--- src/rtl/sbdft_pkg.sv ---
// Shared definitions for the single-bin DFT front end and its wrappers.
// Holds the sequencer state encoding and the DFT length-index width helper.
// Pure declarations; no logic, latency or flow control of its own.
package sbdft_pkg;

  typedef enum logic [1:0] {
    ST_IDLE = 2'd0,
    ST_ARM  = 2'd1,
    ST_RUN  = 2'd2
  } sbdft_state_e;

  localparam int SBDFT_DFT_LEN_DEF = 128;

  // Width of a length-minus-one index for a DFT of dft_len points.
  function automatic int sbdft_len_w(input int dft_len);
    return (dft_len < 2) ? 1 : $clog2(dft_len);
  endfunction

  localparam int SBDFT_LEN_W_DEF = sbdft_len_w(SBDFT_DFT_LEN_DEF);

endpackage

--- src/rtl/sbdft_frame_ctrl_if.sv ---
// Bundle between the sample/config source and the DFT frame sequencer.
// Wires only; timing is defined by the sequencer.
// No backpressure: samples and config are strobes, the sequencer never stalls them.
interface sbdft_frame_ctrl_if
  import sbdft_pkg::*;
#(
  parameter int DIN_WIDTH       = 16,
  parameter int LEN_W           = SBDFT_LEN_W_DEF,
  parameter int FRAME_CNT_WIDTH = 32
);
  logic                        enable;
  logic                        sync_in;
  logic signed [DIN_WIDTH-1:0] din_re;
  logic signed [DIN_WIDTH-1:0] din_im;
  logic                        din_valid;
  logic [LEN_W-1:0]            cfg_len_m1;
  logic                        cfg_valid;

  logic signed [DIN_WIDTH-1:0] dft_din_re;
  logic signed [DIN_WIDTH-1:0] dft_din_im;
  logic                        dft_din_valid;
  logic                        dft_rst;
  logic [31:0]                 dft_delay_line;
  logic [FRAME_CNT_WIDTH-1:0]  frame_count;
  logic                        sync_err;
  logic                        cfg_err;
  logic [1:0]                  state;

  modport master (
    output enable, sync_in, din_re, din_im, din_valid, cfg_len_m1, cfg_valid,
    input  dft_din_re, dft_din_im, dft_din_valid, dft_rst, dft_delay_line,
           frame_count, sync_err, cfg_err, state
  );

  modport slave (
    input  enable, sync_in, din_re, din_im, din_valid, cfg_len_m1, cfg_valid,
    output dft_din_re, dft_din_im, dft_din_valid, dft_rst, dft_delay_line,
           frame_count, sync_err, cfg_err, state
  );

endinterface

--- src/rtl/sbdft_cfg_holder.sv ---
// Pending DFT-length holder: validates, overwrites and hands a length over at a boundary.
// A fresh legal config is visible combinationally the same cycle; cfg_err is registered (1 cycle).
// No backpressure: a later config overwrites a pending one; take_i clears it.
module sbdft_cfg_holder
  import sbdft_pkg::*;
#(
  parameter int LEN_W = SBDFT_LEN_W_DEF
) (
  input  logic             clk,
  input  logic             rst,
  input  logic             cfg_valid_i,
  input  logic [LEN_W-1:0] cfg_len_m1_i,
  input  logic             take_i,
  output logic             avail_o,
  output logic [LEN_W-1:0] len_o,
  output logic             cfg_err_o
);

  logic             cfg_ok;
  logic             pend_vld_q, pend_vld_d;
  logic [LEN_W-1:0] pend_len_q, pend_len_d;
  logic             cfg_err_q, cfg_err_d;

  // A length of one point is rejected; everything else is legal.
  assign cfg_ok  = cfg_valid_i && (cfg_len_m1_i != '0);
  assign avail_o = cfg_ok || pend_vld_q;
  assign len_o   = cfg_ok ? cfg_len_m1_i : pend_len_q;

  // Pending next state: a take consumes whatever is offered, otherwise a new legal config is stored.
  always_comb begin
    pend_vld_d = pend_vld_q;
    pend_len_d = pend_len_q;
    cfg_err_d  = cfg_valid_i && (cfg_len_m1_i == '0);
    if (take_i) begin
      pend_vld_d = 1'b0;
    end else if (cfg_ok) begin
      pend_vld_d = 1'b1;
      pend_len_d = cfg_len_m1_i;
    end
  end

  // Pending register and error pulse.
  always_ff @(posedge clk) begin
    if (!rst) begin
      pend_vld_q <= 1'b0;
      pend_len_q <= '0;
      cfg_err_q  <= 1'b0;
    end else begin
      pend_vld_q <= pend_vld_d;
      pend_len_q <= pend_len_d;
      cfg_err_q  <= cfg_err_d;
    end
  end

  assign cfg_err_o = cfg_err_q;

endmodule

--- src/rtl/sbdft_frame_ctrl.sv ---
// Frame sequencer for single_bin_dft: aligns to frame sync, gates samples, applies length at frame ends.
// Samples reach the DFT one cycle after input; dft_rst follows the state register.
// No backpressure: samples outside an aligned frame are dropped, not stalled.
module sbdft_frame_ctrl
  import sbdft_pkg::*;
#(
  parameter int DIN_WIDTH       = 16,
  parameter int DFT_LEN         = 128,
  parameter int SETTLE_CYCLES   = 2,
  parameter int FRAME_CNT_WIDTH = 32
) (
  input  logic             clk,
  input  logic             rst,
  sbdft_frame_ctrl_if.slave bus
);

  localparam int LEN_W = sbdft_len_w(DFT_LEN);
  localparam int SET_W = (SETTLE_CYCLES < 1) ? 1 : $clog2(SETTLE_CYCLES + 1);
  localparam logic [SET_W-1:0] SETTLE_MAX = SET_W'(SETTLE_CYCLES);

  sbdft_state_e                state_q, state_d;
  logic [SET_W-1:0]            settle_q, settle_d;
  logic [LEN_W-1:0]            sample_cnt_q, sample_cnt_d;
  logic [LEN_W-1:0]            delay_line_q, delay_line_d;
  logic [FRAME_CNT_WIDTH-1:0]  frame_cnt_q, frame_cnt_d;
  logic                        sync_err_q, sync_err_d;
  logic                        accept;
  logic signed [DIN_WIDTH-1:0] din_re_q, din_im_q;
  logic                        din_vld_q, acc_q;
  logic                        cfg_take, cfg_avail, cfg_err;
  logic [LEN_W-1:0]            cfg_len;

  sbdft_cfg_holder #(.LEN_W(LEN_W)) u_cfg (
    .clk          (clk),
    .rst          (rst),
    .cfg_valid_i  (bus.cfg_valid),
    .cfg_len_m1_i (bus.cfg_len_m1),
    .take_i       (cfg_take),
    .avail_o      (cfg_avail),
    .len_o        (cfg_len),
    .cfg_err_o    (cfg_err)
  );

  // State register.
  always_ff @(posedge clk) begin
    if (!rst) state_q <= ST_IDLE;
    else      state_q <= state_d;
  end

  // Next state, counters and sample qualification; length only changes outside RUN or when leaving it.
  always_comb begin
    state_d      = state_q;
    settle_d     = settle_q;
    sample_cnt_d = sample_cnt_q;
    delay_line_d = delay_line_q;
    frame_cnt_d  = frame_cnt_q;
    sync_err_d   = sync_err_q;
    accept       = 1'b0;
    cfg_take     = 1'b0;
    unique case (state_q)
      ST_IDLE: begin
        sample_cnt_d = '0;
        if (cfg_avail) begin
          delay_line_d = cfg_len;
          cfg_take     = 1'b1;
        end
        if (bus.enable) begin
          state_d  = ST_ARM;
          settle_d = '0;
        end
      end
      ST_ARM: begin
        sample_cnt_d = '0;
        if (settle_q != SETTLE_MAX) settle_d = settle_q + SET_W'(1);
        if (!bus.enable) state_d = ST_IDLE;
        if (cfg_avail) begin
          // A new length restarts settling so the DFT sees it for the full window.
          delay_line_d = cfg_len;
          cfg_take     = 1'b1;
          settle_d     = '0;
        end else if (bus.enable && settle_q == SETTLE_MAX && bus.sync_in && bus.din_valid) begin
          state_d      = ST_RUN;
          accept       = 1'b1;
          sample_cnt_d = (delay_line_q == '0) ? '0 : LEN_W'(1);
        end
      end
      ST_RUN: begin
        if (bus.din_valid) begin
          if (bus.sync_in && sample_cnt_q != '0) begin
            // Misaligned sync: drop the partial frame and realign.
            sync_err_d   = 1'b1;
            state_d      = ST_ARM;
            settle_d     = '0;
            sample_cnt_d = '0;
          end else begin
            accept = 1'b1;
            if (sample_cnt_q == delay_line_q) begin
              frame_cnt_d  = frame_cnt_q + FRAME_CNT_WIDTH'(1);
              sample_cnt_d = '0;
              if (cfg_avail) begin
                delay_line_d = cfg_len;
                cfg_take     = 1'b1;
                state_d      = ST_ARM;
                settle_d     = '0;
              end else if (!bus.enable) begin
                state_d = ST_IDLE;
              end
            end else begin
              sample_cnt_d = sample_cnt_q + LEN_W'(1);
            end
          end
        end
      end
      default: state_d = ST_IDLE;
    endcase
  end

  // Counter, length and error registers.
  always_ff @(posedge clk) begin
    if (!rst) begin
      settle_q     <= '0;
      sample_cnt_q <= '0;
      delay_line_q <= LEN_W'(DFT_LEN - 1);
      frame_cnt_q  <= '0;
      sync_err_q   <= 1'b0;
    end else begin
      settle_q     <= settle_d;
      sample_cnt_q <= sample_cnt_d;
      delay_line_q <= delay_line_d;
      frame_cnt_q  <= frame_cnt_d;
      sync_err_q   <= sync_err_d;
    end
  end

  // Sample register: data always captured, strobe qualified by acceptance.
  always_ff @(posedge clk) begin
    if (!rst) begin
      din_re_q  <= '0;
      din_im_q  <= '0;
      din_vld_q <= 1'b0;
      acc_q     <= 1'b0;
    end else begin
      din_re_q  <= bus.din_re;
      din_im_q  <= bus.din_im;
      din_vld_q <= bus.din_valid;
      acc_q     <= accept;
    end
  end

  // State-derived outputs: the DFT is held in reset whenever no frame is running.
  always_comb begin
    bus.dft_rst = (state_q != ST_RUN);
    bus.state   = state_q;
  end

  assign bus.dft_din_re     = din_re_q;
  assign bus.dft_din_im     = din_im_q;
  assign bus.dft_din_valid  = din_vld_q & acc_q;
  assign bus.dft_delay_line = 32'(delay_line_q);
  assign bus.frame_count    = frame_cnt_q;
  assign bus.sync_err       = sync_err_q;
  assign bus.cfg_err        = cfg_err;

endmodule

--- src/flat_wrapper.sv ---
// flat-port wrapper written by rule: the top's interface ports become plain ports
module sbdft_frame_ctrl_flat import sbdft_pkg::*;
#(
  parameter int DIN_WIDTH       = 16,
  parameter int DFT_LEN         = 128,
  parameter int SETTLE_CYCLES   = 2,
  parameter int FRAME_CNT_WIDTH = 32
)
  (clk, rst, bus_enable, bus_sync_in, bus_din_re, bus_din_im, bus_din_valid, bus_cfg_len_m1, bus_cfg_valid, bus_dft_din_re, bus_dft_din_im, bus_dft_din_valid, bus_dft_rst, bus_dft_delay_line, bus_frame_count, bus_sync_err, bus_cfg_err, bus_state);
  sbdft_frame_ctrl_if #(.DIN_WIDTH(DIN_WIDTH), .LEN_W((7)), .FRAME_CNT_WIDTH(FRAME_CNT_WIDTH)) bus_i ();
  input  logic clk;
  input  logic rst;
  input wire logic [$bits(bus_i.enable)-1:0] bus_enable;
  input wire logic [$bits(bus_i.sync_in)-1:0] bus_sync_in;
  input wire logic [$bits(bus_i.din_re)-1:0] bus_din_re;
  input wire logic [$bits(bus_i.din_im)-1:0] bus_din_im;
  input wire logic [$bits(bus_i.din_valid)-1:0] bus_din_valid;
  input wire logic [$bits(bus_i.cfg_len_m1)-1:0] bus_cfg_len_m1;
  input wire logic [$bits(bus_i.cfg_valid)-1:0] bus_cfg_valid;
  output wire logic [$bits(bus_i.dft_din_re)-1:0] bus_dft_din_re;
  output wire logic [$bits(bus_i.dft_din_im)-1:0] bus_dft_din_im;
  output wire logic [$bits(bus_i.dft_din_valid)-1:0] bus_dft_din_valid;
  output wire logic [$bits(bus_i.dft_rst)-1:0] bus_dft_rst;
  output wire logic [$bits(bus_i.dft_delay_line)-1:0] bus_dft_delay_line;
  output wire logic [$bits(bus_i.frame_count)-1:0] bus_frame_count;
  output wire logic [$bits(bus_i.sync_err)-1:0] bus_sync_err;
  output wire logic [$bits(bus_i.cfg_err)-1:0] bus_cfg_err;
  output wire logic [$bits(bus_i.state)-1:0] bus_state;
  assign bus_i.enable = bus_enable;
  assign bus_i.sync_in = bus_sync_in;
  assign bus_i.din_re = bus_din_re;
  assign bus_i.din_im = bus_din_im;
  assign bus_i.din_valid = bus_din_valid;
  assign bus_i.cfg_len_m1 = bus_cfg_len_m1;
  assign bus_i.cfg_valid = bus_cfg_valid;
  assign bus_dft_din_re = bus_i.dft_din_re;
  assign bus_dft_din_im = bus_i.dft_din_im;
  assign bus_dft_din_valid = bus_i.dft_din_valid;
  assign bus_dft_rst = bus_i.dft_rst;
  assign bus_dft_delay_line = bus_i.dft_delay_line;
  assign bus_frame_count = bus_i.frame_count;
  assign bus_sync_err = bus_i.sync_err;
  assign bus_cfg_err = bus_i.cfg_err;
  assign bus_state = bus_i.state;
  sbdft_frame_ctrl #(.DIN_WIDTH(DIN_WIDTH), .DFT_LEN(DFT_LEN), .SETTLE_CYCLES(SETTLE_CYCLES), .FRAME_CNT_WIDTH(FRAME_CNT_WIDTH)) u_core (.clk(clk), .rst(rst), .bus(bus_i));
endmodule
--- config.mk ---
export PLATFORM = sky130hd
export DESIGN_NAME = sbdft_frame_ctrl_flat
export DESIGN_NICKNAME = d
export VERILOG_FILES = /design/src/rtl/sbdft_pkg.sv /design/src/rtl/sbdft_frame_ctrl_if.sv /design/src/rtl/sbdft_cfg_holder.sv /design/src/rtl/sbdft_frame_ctrl.sv /design/src/flat_wrapper.sv
export SDC_FILE = /design/constraint.sdc
export NUM_CORES = 1
export LEC_CHECK = 0
export ABC_AREA = 1
export ABC_CLOCK_PERIOD_IN_PS = 2700
export CORE_MARGIN = 4
export CORE_UTILIZATION = 52
export CTS_CLUSTER_SIZE = 30
export DETAILED_ROUTE_END_ITERATION = 10
export PLACE_DENSITY = 0.95
export SYNTH_ARGS = -nofsm -noshare
export SYNTH_HDL_FRONTEND = slang
export SYNTH_HIERARCHICAL = 1
export SYNTH_SLANG_ARGS = --single-unit
--- constraint.sdc ---
create_clock -name clk -period 2.7 [get_ports clk]
set_input_delay 0.27 -clock clk [delete_from_list [all_inputs] [get_ports clk]]
set_output_delay 0.27 -clock clk [all_outputs]
set_load 0.05 [all_outputs]
==> results of run 1 <==
[per-stage QoR]
| step | hold slack, ps | util [%] | setup slack [ps] |
|---|---|---|---|
| floorplan | 367.6 | - | 466.7 |
| global placement | 473.2 | 65.16 | 473.1 |
| detailed placement | 483.5 | 65.16 | 458.8 |
| CTS | 352.3 | 67.45 | 286.1 |
| global route | 382.3 | 67.45 | 191.2 |
| finish | 374.6 | 67.45 | 317.7 |
[cell type report]
type,instances,share of cell area (%)
Clock buffer,9,1.888
Inverter,108,6.177
Multi-Input combinational cell,568,40.50
Clock inverter,7,1.506
Tap cell,133,2.536
Sequential cell,94,28.67
Timing Repair Buffer,124,18.72
[logic make-up after synthesis]
| family | after synthesis |
|---|---|
| compound gates | 43 |
| xor+xnor | 18 |
| flops | 94 |
| simple gates | 474 |
| buf+inv | 150 |
| other cells | 1 |
| fa+ha+maj | 8 |
[metal layers]
| layer | global-route usage, % | vias up |
|---|---|---|
| met5 | 0 | - |
| met4 | 9.919 | 0 |
| met3 | 5.759 | 22 |
| met2 | 37.61 | 225 |
| met1 | 26.35 | 2291 |
| li1 | - | 2592 |
[worst max path at each step]
stage,startpoint,to,slack (ps),cells past startpoint
6_report,u_core/bus.state[0],bus_dft_rst,320,4
5_1_grt,u_core/bus.state[0],bus_dft_rst,190,4
4_1_cts,u_core/bus.state[0],bus_dft_rst,290,4
3_5_place_dp,u_core/bus.state[1],u_core/u_cfg/pend_len_q[6],460,10
3_3_place_gp,u_core/bus.state[1],u_core/u_cfg/pend_len_q[6],470,10
2_1_floorplan,u_core/bus.state[1],u_core/u_cfg/pend_len_q[1],470,12
[where the power goes]
part / switching [mW] / internal (mW)
Clock: 0.513 / 0.525
Combinational: 0.378 / 0.184
Sequential: 0.0319 / 1.44
[worst max-delay path, cell delays in order (launching register included)]
cell	delay, ps
dfxtp_1	430
inv_1	90
ha_1	340
inv_1	100
clkdlybuf4s50_1	800
[flip-flops by register name, summed over array words and instances (netlist names), 2 cells and up]
name,flops
u_core/delay_line_q,7
u_core/bus.dft_din_im,16
u_core/u_cfg/pend_len_q,7
u_core/bus.frame_count,32
u_core/bus.dft_din_re,16
u_core/settle_q,2
u_core/sample_cnt_q,7
u_core/bus.state,2
[cell usage in the layout (no fill, tap or decap), types with 4 or more instances in the layout]
cell type,instances
xnor2_1,6
inv_1,103
a21oi_2,10
nand4_1,14
inv_2,4
nor2_1,105
nand3b_1,12
xor2_1,12
nand2_2,4
nand2_1,278
clkbuf_8,9
nand3_1,44
conb_1,25
dfxtp_1,94
ha_1,8
clkdlybuf4s50_1,120
a21oi_1,26
==> metrics, run 1 <==
clock sinks 94; f_max 0.4198 GHz; min-delay src rst; total track usage 22.21%; post-CTS setup buffers 0; Post-Route WL 12990 um; hpwl dp 9669 um; Port Buffers between 100 and 150; first-pass GRT wire length 20930 um; Area contributors post-synth dfxtp_1 37%, nand2_1 20%, nor2_1 7.7%; Syn Inst Count 788; met3 routed WL 1127 um; first drt pass iteration count 5; Die Y 107.5 um; Slew Limit Headroom 62.25%; CTS tree done; Fin Setup TNS 0 ps; Hold Vio Cnt, Final 0; largest family of logic cells by synthesized area simple AND/OR/NAND/NOR gates; sequential-to-total area share from yosys stat around 37%; Async SR Flop Fraction 0%; Leak 2.996 nW; Clock Skew 12.01 ps; Filler cells about 840; largest net degree at the start of global routing 32; clk slew on worst S/H paths approximately 90 ps; synthesis-to-layout area growth 27.43%; R2R setup slack 410 ps; multiplexer share of the synthesized area 0%; row cnt 36; drt first-iter violations 318; Synth Area in Compound Gates 5.248%; Worst-Skew Late Latency 360 ps; fin area 6563 um2; multi-input logic area 2658 um2; Die Area 11560 um2; max-slew violation count 0; Worst Reg-to-Reg Cells 10; hold path depth 2; Num CTS Buffers 9; maxcap violations 0; FF-to-FF Start u_core/bus.state[1]; H-Tree Level Count 3; DRT met1 WL between 5000 and 6000 um; synth warn 6; IO Pins 147; Yosys top cell area share 36.54%; # hold bufs at CTS 0; Power Total around 3.1 mW; worst path arrival time 2110 ps; critical path launch point type register; adder-cell share of the synthesized area between 1.5 and 2%; Cells after DPL roughly 1000; post-synthesis simple-gate area fraction 39.53%; die width 107.5 um; area leader, netlist dfxtp_1; via count 5130; GRT overflow 0; ANT cells 0; most numerous cell in the Yosys netlist nand2_1; CP required approximately 2400 ps; DR WL/cell roughly 12 um; Yosys reg bits 94; HP Class primary input to register; WL met2 6407 um; initial core utilization a little over half; fin crit share 88.23%; Placer Congestion 0.9020; worst slew pin tran 564.5 ps; R2R Path End u_core/u_cfg/pend_len_q[4]; Main synth FF type dfxtp_1; drt via density 4.919; Max IR drop VDD between 0.3 and 0.4 mV; EDFF count, synth 0; Yosys cell types 34; Area after DPL between 6000 and 7000 um2; crit path max fanout 8; post-route ant nets 0; fin cells 1043; Setup-failing EPs final 0; drt drc 0; vias in the first global route 4577; max layer used met4; Bufs on Longest Clock Path 2; register area 1882 um2; XOR/XNOR Fraction of Synth Area 3.061%; core area 9729 um2; Post-CTS Resized 0; Synth top cells by count 278 x nand2_1, 105 x nor2_1, 103 x inv_1, 94 x dfxtp_1, 44 x nand3_1; Mapped Area 5150 um2; nets between 900 and 1000; ratio of cells with drive above 1 in the final layout a little under 6%; Worst Setup End Kind primary output; Root Driver clkbuf_8; initial antenna violation count 0; minimum clock period 2382 ps; WHS Endpoint u_core/delay_line_q[3]; kind of critical path register to primary output; RSZ-0062 raised after global routing no; pwr dens around 470 nW/um2; status complete, no violations; average size of a mapped cell 6.535 um2
(Power assumes the default switching activity.)
==> run 2, diff against run 1 <==
--- a/config.mk
+++ b/config.mk
@@ -8,10 +8,11 @@
 export ABC_AREA = 1
 export ABC_CLOCK_PERIOD_IN_PS = 2700
 export CORE_MARGIN = 4
-export CORE_UTILIZATION = 52
+export CORE_UTILIZATION = 35
+export CTS_BUF_LIST = sky130_fd_sc_hd__clkbuf_2 sky130_fd_sc_hd__clkbuf_4 sky130_fd_sc_hd__clkbuf_8
 export CTS_CLUSTER_SIZE = 30
 export DETAILED_ROUTE_END_ITERATION = 10
-export PLACE_DENSITY = 0.95
+export PLACE_DENSITY = 0.73
 export SYNTH_ARGS = -nofsm -noshare
 export SYNTH_HDL_FRONTEND = slang
 export SYNTH_HIERARCHICAL = 1
==> run 2 against run 1 <==
  * Setup slack got worse by 52 ps
  * Clock power fell by 12%
  * Routed wire length down 2.0%
  * Largest power group unchanged
  * First-iteration DRC count increased by 7.9%
  * Fmax is 2.1% lower
  * Via count shrank 3.4%
  * Combinational power about the same
  * Critical path depth stayed put
  * Hold slack worse by 110 ps
==> metrics, run 2 (synthesis gave the netlist of run 1 again) <==
Max IR drop VDD 0.3579 mV; hpwl dp between 9000 and 10000 um; RSZ-0062 raised after global routing no; Critical Path Max Stage Delay 820 ps; Fin Setup TNS 0 ps; # hold bufs at CTS 0; Worst-Skew Late Latency between 300 and 400 ps; initial core utilization 35.57%; minimum clock period around 2400 ps; sequential share of power 50.0%; Placer Congestion about 0.91; post-CTS setup buffers 0; Setup-failing EPs final 0; synthesis-to-layout area growth 28.18%; H-Tree Level Count 3; Die Y around 130 um; clk slew on worst S/H paths about 100 ps; critical path launch point type register; GRT overflow 0; Die Area 16720 um2; Setup crit start u_core/bus.state[0]; worst slew pin tran 544.8 ps; max-slew violation count 0; Largest register FFs 32; ANT cells 0; CP max stage cell clkdlybuf4s50_1; drt drc 0; die width 129.3 um; largest net degree at the start of global routing 35; CP bufs+invs 3; ratio of cells with drive above 1 in the final layout 5.928%; most frequent cells in the layout 278 x nand2_1, 120 x clkdlybuf4s50_1, 105 x nor2_1; Post-CTS Resized 0; maxcap violations 0; CTS tree done; family with the most delay on the worst path buffers and inverters; pwr dens 446.2 nW/um2; Psw 0.9465 mW; first drt pass iteration count 6; cell mode on critical path inv_1; vias in the first global route 4379; Port Buffers ~120; nets 959; fin area 6601 um2; Leak 2.982 nW; Bufs on Longest Clock Path 2; FF-to-FF Start u_core/bus.state[1]; f_max between 0.4 and 0.5 GHz; critical path depth 4; Core Util, Final 45.59%; Worst Setup End Kind primary output; Post-Route WL 12730 um; WHS roughly 260 ps; clock sinks 94; fin crit share 90.14%; post-route ant nets 0; IO Pins 147; crit path max fanout 8; first-pass GRT wire length about 20000 um; cells along the critical path inv_1 > ha_1 > inv_1 > clkdlybuf4s50_1; crit path capture bus_dft_rst; Worst Reg-to-Reg Cells 10; Filler cells ~1500; drt via density 4.528; Slew Limit Headroom a little under two thirds; status complete, no violations; Switching Share 32.13%; Root Driver clkbuf_8; total track usage 15.23%; core area 14480 um2; Power Total 2.946 mW; DR WL/cell 11.62 um; Hold Vio Cnt, Final 0; R2R setup slack 440 ps; CP required 2430 ps; Area after DPL 6411 um2; HP Class primary input to register; Clock Skew 15.97 ps; drt first-iter violations approximately 340; initial antenna violation count 0; Comb power frac a little under a fifth; Num CTS Buffers 9; kind of critical path register to primary output; Pint 1.999 mW; row cnt 44; clock share of power 31.1%; R2R Path End u_core/u_cfg/pend_len_q[1]; via count 4958; worst path arrival time 2160 ps; commonest non-fill, non-tap cell in the layout nand2_1
## run 2: cell types whose count changed in the layout (fill, tap and decap cells not counted)
cell / change
clkbuf_8: +1
inv_6: +2
clkinv_2: -1
buf_4: +1
clkinvlp_4: +1
inv_8: +1
clkinv_4: -2
bufinv_16: -2
## run 2: cell type report
| cell class | instances | area (um2) | area share, % |
|---|---|---|---|
| clock buffer | 10 | 137.6 | 2.085 |
| clock inverter | 6 | 52.55 | 0.7961 |
| inverter | 108 | 405.4 | 6.141 |
| multi-input combinational | 568 | 2658 | 40.26 |
| sequential | 94 | 1882 | 28.51 |
| tap | 184 | 230.2 | 3.487 |
| timing repair buffer | 125 | 1236 | 18.73 |
## run 2: per-layer routing
metal	routed length (um)	share of wire [%]	track usage (%)
met1	5500	43	18.37
met2	5984	47	25.43
met3	1098	8.6	5.812
met4	140	1.1	4.200
met5	0	0	0
## run 2: power by group through the flow
stage / clock network (mW) / registers (mW) / logic (mW)
after CTS: 0.963 / 1.47 / 0.559
after floorplan: 0 / 1.63 / 0.278
final: 0.915 / 1.47 / 0.558
after global placement: 0 / 1.50 / 0.554
after detailed placement: 0 / 1.51 / 0.558
after global routing: 1.01 / 1.48 / 0.603
## run 2: how the worst min path moves through the flow
stage	end	start	cells past startpoint
floorplan	u_core/bus.dft_din_im[0]	bus_din_im[0]	2
global placement	u_core/bus.sync_err	u_core/bus.sync_err	1
detailed placement	u_core/bus.sync_err	u_core/bus.sync_err	1
CTS	u_core/delay_line_q[2]	rst	2
global route	u_core/delay_line_q[6]	rst	2
finish	u_core/delay_line_q[2]	rst	2
## run 2: worst register-to-register path: stages, from the launching register on
cell and delay (ps):
dfxtp_1 450, ha_1 430, nand2_1 150, a21oi_2 230, nand2_1 160, a31oi_1 220, inv_1 230, nor2_1 150
nor2_1 50, nand2_1 70, inv_1 30
## run 2: per-stage QoR
stage | std cells | worst slack, ps
final | 1095 | 266.1
after global routing | 1095 | 139.9
after CTS | 1095 | 235.6
after detailed placement | 1079 | 397.3
after global placement | 1079 | 491.2
after floorplan | 812 | 466.7
==> run 3, diff against run 2 <==
--- a/config.mk
+++ b/config.mk
@@ -8,11 +8,11 @@
 export ABC_AREA = 1
 export ABC_CLOCK_PERIOD_IN_PS = 2700
 export CORE_MARGIN = 4
-export CORE_UTILIZATION = 35
+export CORE_UTILIZATION = 53
 export CTS_BUF_LIST = sky130_fd_sc_hd__clkbuf_2 sky130_fd_sc_hd__clkbuf_4 sky130_fd_sc_hd__clkbuf_8
-export CTS_CLUSTER_SIZE = 30
+export CTS_CLUSTER_SIZE = 12
 export DETAILED_ROUTE_END_ITERATION = 10
-export PLACE_DENSITY = 0.73
+export PLACE_DENSITY = 0.95
 export SYNTH_ARGS = -nofsm -noshare
 export SYNTH_HDL_FRONTEND = slang
 export SYNTH_HIERARCHICAL = 1
==> run 3 against run 2 <==
  * Combinational power up 0.9%
  * Non-clock buffer count down 1
  * Setup slack better by 46 ps
  * Sequential power about the same
  * First-iteration DRC count down 11%
  * Largest power group unchanged
==> metrics, run 3 (synthesis gave the netlist of run 1 again) <==
HP Class primary input to register; Slew Limit Headroom 54.26%; core area 9328 um2; drt drc 0; Die Y 106.6 um; CP required 2430 ps; ANT cells 0; maxcap violations 0; fin crit share 88.45%; Port Buffers 121; minimum clock period ~2400 ps; first drt pass iteration count 5; IO Pins 147; post-CTS setup buffers 0; DR WL/cell around 12 um; Placer Congestion 0.9988; synthesis-to-layout area growth 27.43%; GRT overflow 0; Root Driver clkbuf_8; register area 1882 um2; post-route ant nets 0; total track usage 22.46%; Num CTS Buffers 9; Hold Vio Cnt, Final 0; ratio of cells with drive above 1 in the final layout 5.824%; Max IR drop VDD 0.3386 mV; Clock Skew 15.82 ps; hpwl dp 9743 um; commonest non-fill, non-tap cell in the layout nand2_1; die width 106.6 um; RSZ-0062 raised after global routing no; max-slew violation count 0; status complete, no violations; Filler cells roughly 760; drt via density 4.906; Post-Route WL 12840 um; kind of critical path register to primary output; Leak 2.991 nW; row cnt 35; drt first-iter violations roughly 310; clk slew on worst S/H paths 90 ps; Worst-Skew Late Latency 360 ps; Worst Setup End Kind primary output; crit path max fanout 8; clock sinks 94; f_max about 0.42 GHz; pwr dens 469.2 nW/um2; Setup-failing EPs final 0; initial core utilization 55.21%; most frequent cells in the layout 278 x nand2_1, 120 x clkdlybuf4s50_1, 105 x nor2_1; Fin Setup TNS 0 ps; critical path launch point type register; CTS tree done; first-pass GRT wire length 20850 um; via count 5097; worst slew pin tran around 700 ps; Largest register FFs 32; largest net degree at the start of global routing between 50 and 60; Bufs on Longest Clock Path 2; multi-input logic area 2658 um2; initial antenna violation count 0; # hold bufs at CTS 0; vias in the first global route 4679; Post-CTS Resized 0; H-Tree Level Count 3; worst path arrival time 2120 ps; Core Util, Final a little over two thirds; Die Area 11360 um2; nets roughly 960
run 3: path summary, 6_finish.rpt:
kind / from / slack (ps) / cells after the start / endpoint
max: u_core/bus.state[0] / 310 / 4 / bus_dft_rst
min: bus_din_re[0] / 430 / 3 / u_core/bus.dft_din_re[0]
max reg2reg: u_core/bus.state[1] / 490 / 10 / u_core/u_cfg/pend_len_q[1]
min reg2reg: u_core/bus.frame_count[31] / 500 / 2 / u_core/bus.frame_count[31]
run 3: metrics by stage:
step | power, mW | hold slack [ps] | instances | cell area (um2) | setup WS (ps)
floorplan | 1.908 | 367.6 | 812 | 5240 | 466.7
finish | 3.079 | 433.5 | 1039 | 6563 | 311.8
detailed placement | 2.063 | 484.3 | 1023 | 6335 | 442.9
CTS | 3.107 | 412.3 | 1039 | 6563 | 294.8
global route | 3.197 | 420.0 | 1039 | 6563 | 224.9
global placement | 2.050 | 469.4 | 1023 | 6335 | 516.6
run 3: cell type report:
class	count	area share (%)
multi-input cells	568	40.50
clock inverters	5	1.258
well taps	129	2.459
clock buffers	11	2.212
inverters	108	6.177
repair buffers	124	18.72
flip-flops and latches	94	28.67
run 3: critical path, cell delays in order (launching register included):
cell and delay, ps:
dfxtp_1 420, inv_1 90, ha_1 320, inv_1 130, clkdlybuf4s50_1 800
run 3: report_power, final:
group	internal, mW	switching [mW]	leakage [nW]
sequential	1.44	0.0313	0.771
clock	0.557	0.487	0.105
combinational	0.184	0.379	2.12
run 3: metal layers:
layer	global-route usage [%]	share of wire (%)	vias up
li1	-	-	2590
met1	26.46	41	2270
met2	37.72	47	210
met3	7.285	9.7	27
met4	9.132	2.2	0
met5	0	0	-
